### src/rtl/uart_rx_fifo.sv
// UART receiver with oversampling-counter framing, optional parity, and a
// show-ahead receive FIFO with sticky frame/parity/overrun error flags.
module uart_rx_fifo #(
  parameter int CLKS_PER_BIT = 2170,
  parameter int DATA_BITS    = 8,
  parameter int PARITY_EN    = 0,
  parameter int PARITY_ODD   = 0,
  parameter int STOP_BITS    = 1,
  parameter int FIFO_DEPTH   = 16
) (
  input  logic                              clk_250mhz,
  input  logic                              reset_n,
  input  logic                              uart_rx,
  output logic [DATA_BITS-1:0]              rx_data,
  output logic                              rx_valid,
  input  logic                              rx_ready,
  output logic [$clog2(FIFO_DEPTH+1)-1:0]   fifo_count,
  output logic                              frame_err,
  output logic                              parity_err,
  output logic                              overrun_err,
  input  logic                              err_clear
);
  localparam int CW = $clog2(CLKS_PER_BIT);
  localparam int AW = $clog2(FIFO_DEPTH);
  localparam int NW = $clog2(FIFO_DEPTH+1);

  typedef enum logic [2:0] {IDLE, START, DATA, PARITY, STOP, WAIT_IDLE} state_t;

  state_t               state;
  logic                 rx_m, rx_s;
  logic [CW-1:0]        clk_cnt;
  logic [3:0]           bit_idx;
  logic [1:0]           stop_idx;
  logic [DATA_BITS-1:0] shreg;
  logic                 par_acc, par_bad, stop_bad;

  logic [DATA_BITS-1:0] mem [FIFO_DEPTH];
  logic [AW-1:0]        wr_ptr, rd_ptr;
  logic                 tick, frame_done, fe_set, pe_set, ov_set, good_frame;
  logic                 full, pop, push;

  assign tick       = (clk_cnt == '0);
  assign frame_done = (state == STOP) && tick && (stop_idx == 2'(STOP_BITS-1));
  assign fe_set     = frame_done && (stop_bad || !rx_s);
  assign pe_set     = frame_done && !fe_set && par_bad;
  assign good_frame = frame_done && !fe_set && !par_bad;
  assign full       = (fifo_count == NW'(FIFO_DEPTH));
  assign rx_valid   = (fifo_count != '0);
  assign pop        = rx_valid && rx_ready;
  // A full FIFO still takes the byte when the head leaves in the same cycle.
  assign push       = good_frame && (!full || pop);
  assign ov_set     = good_frame && !push;
  assign rx_data    = rx_valid ? mem[rd_ptr] : '0;

  always_ff @(posedge clk_250mhz or negedge reset_n) begin
    if (!reset_n) begin
      rx_m <= 1'b1;
      rx_s <= 1'b1;
    end else begin
      rx_m <= uart_rx;
      rx_s <= rx_m;
    end
  end

  always_ff @(posedge clk_250mhz or negedge reset_n) begin
    if (!reset_n) begin
      state    <= IDLE;
      clk_cnt  <= '0;
      bit_idx  <= '0;
      stop_idx <= '0;
      shreg    <= '0;
      par_acc  <= 1'b0;
      par_bad  <= 1'b0;
      stop_bad <= 1'b0;
    end else begin
      case (state)
        IDLE: if (!rx_s) begin
          state   <= START;
          clk_cnt <= CW'(CLKS_PER_BIT/2);
        end
        START: begin
          if (!tick) clk_cnt <= clk_cnt - CW'(1);
          else if (rx_s) state <= IDLE;
          else begin
            state    <= DATA;
            clk_cnt  <= CW'(CLKS_PER_BIT-1);
            bit_idx  <= '0;
            stop_idx <= '0;
            par_acc  <= 1'b0;
            par_bad  <= 1'b0;
            stop_bad <= 1'b0;
          end
        end
        DATA: begin
          if (!tick) clk_cnt <= clk_cnt - CW'(1);
          else begin
            clk_cnt <= CW'(CLKS_PER_BIT-1);
            shreg   <= {rx_s, shreg[DATA_BITS-1:1]};
            par_acc <= par_acc ^ rx_s;
            if (bit_idx == 4'(DATA_BITS-1)) state <= (PARITY_EN != 0) ? PARITY : STOP;
            else bit_idx <= bit_idx + 4'd1;
          end
        end
        PARITY: begin
          if (!tick) clk_cnt <= clk_cnt - CW'(1);
          else begin
            clk_cnt <= CW'(CLKS_PER_BIT-1);
            par_bad <= par_acc ^ rx_s ^ PARITY_ODD[0];
            state   <= STOP;
          end
        end
        STOP: begin
          if (!tick) clk_cnt <= clk_cnt - CW'(1);
          else if (frame_done) state <= fe_set ? WAIT_IDLE : IDLE;
          else begin
            clk_cnt  <= CW'(CLKS_PER_BIT-1);
            stop_bad <= stop_bad | ~rx_s;
            stop_idx <= stop_idx + 2'd1;
          end
        end
        // A held-low line (break) must not retrigger a new frame.
        WAIT_IDLE: if (rx_s) state <= IDLE;
        default: state <= IDLE;
      endcase
    end
  end

  always_ff @(posedge clk_250mhz) begin
    if (push) mem[wr_ptr] <= shreg;
  end

  always_ff @(posedge clk_250mhz or negedge reset_n) begin
    if (!reset_n) begin
      wr_ptr     <= '0;
      rd_ptr     <= '0;
      fifo_count <= '0;
    end else begin
      if (push) wr_ptr <= wr_ptr + AW'(1);
      if (pop)  rd_ptr <= rd_ptr + AW'(1);
      case ({push, pop})
        2'b10:   fifo_count <= fifo_count + NW'(1);
        2'b01:   fifo_count <= fifo_count - NW'(1);
        default: fifo_count <= fifo_count;
      endcase
    end
  end

  // Sticky flags: a same-cycle set beats err_clear.
  always_ff @(posedge clk_250mhz or negedge reset_n) begin
    if (!reset_n) begin
      frame_err   <= 1'b0;
      parity_err  <= 1'b0;
      overrun_err <= 1'b0;
    end else begin
      frame_err   <= fe_set | (frame_err   & ~err_clear);
      parity_err  <= pe_set | (parity_err  & ~err_clear);
      overrun_err <= ov_set | (overrun_err & ~err_clear);
    end
  end
endmodule

### config.mk
export PLATFORM = sky130hd
export DESIGN_NAME = uart_rx_fifo
export DESIGN_NICKNAME = d
export VERILOG_FILES = /design/src/rtl/uart_rx_fifo.sv
export SDC_FILE = /design/constraint.sdc
export NUM_CORES = 1
export LEC_CHECK = 0
export ABC_AREA = 1
export CORE_MARGIN = 2
export CORE_UTILIZATION = 55
export CTS_CLUSTER_SIZE = 8
export DETAILED_ROUTE_END_ITERATION = 8
export PLACE_DENSITY = 0.69
export REMOVE_ABC_BUFFERS = 1
export SLEW_MARGIN = 40
export SYNTH_ARGS = -nofsm -noshare
export SYNTH_HDL_FRONTEND = slang
export SYNTH_SLANG_ARGS = --single-unit
### constraint.sdc
create_clock -name clk_250mhz -period 5.5 [get_ports clk_250mhz]
set_input_delay 1.65 -clock clk_250mhz [delete_from_list [all_inputs] [get_ports clk_250mhz]]
set_output_delay 1.65 -clock clk_250mhz [all_outputs]
set_load 0.05 [all_outputs]
==> flow_summary.json <==
{
  "status": "finished clean",
  "seq_area_frac_synth": 0.645,
  "skew_ns": 0.0120,
  "io_pins": 22,
  "ys_warn_count": 0,
  "root_buffer": "clkbuf_16",
  "synth_edf_count": 128,
  "synth_cell_types": 42,
  "crit_required_ns": 3.85,
  "peakVddDrop_mv": 0.311,
  "fin_hold_ws_ns": 0.356,
  "cts_resized": 0,
  "ys_seq_elements": 178,
  "fill_cells": 1107,
  "stdcell_area_sq_um": 8800,
  "fin_ws_ns": 1.10,
  "grt_pass1_vias": 5473,
  "cts.sinks": 178,
  "route.met2.wl_um": 8600,
  "post-route-min-period_ns": 4.40,
  "drt_iter0_drc": 732,
  "die_h_um": 124,
  "place.gp.congestion": 0.872,
  "totalWireLength_um": 17800,
  "min_period_over_period": 0.801,
  "grt_pass1_wl_um": 28600,
  "vias": 5508,
  "tightest_slew_ns": 0.823,
  "grt_use_total": 0.252,
  "fmax_mhz": 227,
  "cts_buffers": 17,
  "cts.clk_slew.worst_paths_ns": 0.06,
  "slew-limit-headroom": 0.449,
  "ant_nets": 0,
  "avgSynthCellArea_sq_um": 11.1,
  "antenna_found_initial": 0,
  "drc": 0,
  "route.met3.wl_um": 1290,
  "drt-pass1-iter-count": 5,
  "crit_arrival_ns": 2.75,
  "dpl-instance-area_sq_um": 8240,
  "utilization": 0.629,
  "post_cts_buffers": 0,
  "highest_layer": "met4",
  "cts_tree": "built",
  "setup_viol": 0,
  "core-area_sq_um": 14000,
  "maxCapViolCount": 0,
  "numPortBuffers": 21,
  "setup_tns_ns": 0,
  "power_density_nw_per_um2": 473,
  "wl_per_cell_um": 19.3,
  "routedLengthMet1_um": 7330,
  "dp_slack_ns": 1.61,
  "antenna_cells": 0,
  "synthCells": 713,
  "timing_hold_violations_final": 0,
  "crit_path_max_fanout": 18,
  "fin_total_pwr_mw": 4.16,
  "final_cells": 924,
  "cts_hold_buffers": 0,
  "cts_max_path_buffers": 2,
  "rsz0062_at_grt": "false",
  "initial_utilization": 0.565,
  "layout-drive-gt1-share": 0.126,
  "via_per_inst": 5.96,
  "worstSkewPairLatency_ns": 0.43,
  "fp-row-count": 43,
  "htreeDepth": 4,
  "syn_to_final_growth_pct": 11.3,
  "hold_path.class": "reg -> reg",
  "die_area_sq_um": 15400,
  "place_hpwl_um": 11300,
  "ff2ff_path_depth": 10,
  "startpoint_type": "flip-flop",
  "critPathKind": "reg -> out",
  "gr-total-overflow": 0,
  "slew_viol_final": 0,
  "critical_path.endpoint_type": "primary output",
  "synth.cell_area_sq_um": 7910,
  "nNetsFinal": 747,
  "grt_max_degree": 67,
  "die_x_um": 124,
  "p_leak_nw": 3.63,
  "whs_path_depth": 0,
  "async_flop_share": 0.281,
  "dp.cells": 892,
  "synth_ff_type": "edfxtp_1"
}
[logic make-up (layout without fill, tap and decap cells)]
family | after synthesis | after routing | synth area share
and+or+nand+nor | 262 | 262 | 0.161
DFF | 178 | 178 | 0.645
AOI/OAI and AO/OA | 159 | 159 | 0.118
buffers and inverters | 91 | 122 | 0.0448
xor gates and xnor gates | 12 | 12 | 0.0142
adders and majority gates | 11 | 11 | 0.0174
[routing by layer]
layer	vias to the layer above	global-route usage
li1	2548	-
met1	2706	0.329
met2	217	0.403
met3	37	0.0554
met4	0	0.121
met5	-	0
[layout by cell type (no fill, tap or decap), drive strengths merged, types with 10 or more instances in the layout]
cell type and count:
edfxtp 128, dfrtp 48, inv 64, nand2 84, clkinv 10, clkdlybuf4s50 12, a21oi 16, nand3 36
o21ai 99, nor2 124, ha 11, clkbuf 19, o221ai 26, buf 13, o22ai 10, xor2 11
[synth_stat cells (8+ instances only)]
master	number	share of area
a21oi_1	16	0.010
clkbuf_1	18	0.0085
dfrtp_1	48	0.15
edfxtp_1	128	0.49
ha_1	11	0.017
inv_1	54	0.026
inv_2	10	0.0047
nand2_1	69	0.033
nand2_2	8	0.0063
nand3_1	32	0.020
nor2_1	110	0.052
nor2_4	9	0.013
o21ai_0	95	0.060
o221ai_1	26	0.029
o22ai_1	10	0.0079
xor2_1	10	0.011
[layout make-up]
cell class                 count  area [sq um]  area share
inverter                      65           244      0.0277
multi-input combinational    444          2470       0.280
clock buffer                  19           433      0.0492
clock inverter                13           119      0.0135
timing repair buffer          25           215      0.0244
tap                          180           225      0.0256
sequential                   178          5100       0.579
[report_power, final]
| group | switching [mW] | internal [mW] | leakage [nW] |
|---|---|---|---|
| sequential | 0.0656 | 1.46 | 2.12 |
| clock | 0.482 | 0.659 | 0.264 |
| combinational | 1.05 | 0.441 | 1.24 |
| total | 1.60 | 2.56 | 3.63 |
[registers in the layout, indices dropped and copies added, names as in the netlist]
| name | cells |
|---|---|
| frame_err | 1 |
| rx_m | 1 |
| mem | 128 |
| overrun_err | 1 |
| par_bad | 1 |
| stop_bad | 1 |
| par_acc | 1 |
| fifo_count | 5 |
| rd_ptr | 4 |
| stop_idx | 2 |
| wr_ptr | 4 |
| clk_cnt | 12 |
| bit_idx | 4 |
| rx_s | 1 |
| shreg | 8 |
| state | 3 |
| parity_err | 1 |
[critical path: stages (launching register included)]
cell and delay [ns]:
dfrtp_1 0.82, clkinv_1 0.67, o221ai_1 0.25, nand3_1 0.15, a21oi_1 0.21, buf_4 0.23
[path summary, 6_finish.rpt]
path	from	end	slack (ns)
setup reg to reg	clk_cnt[0]$_DFFE_PN0P_	mem[10][3]$_DFFE_PP_	2.76
hold reg to reg	rx_m$_DFF_PN1_	rx_s$_DFF_PN1_	0.36
max in group asynchronous	reset_n	fifo_count[1]$_DFFE_PN0P_	3.71
min in group asynchronous	reset_n	clk_cnt[9]$_DFFE_PN0P_	1.33
setup / recovery	rd_ptr[2]$_DFFE_PN0P_	rx_data[7]	1.10
hold / removal	rx_m$_DFF_PN1_	rx_s$_DFF_PN1_	0.36
(Power assumes the default switching activity.)
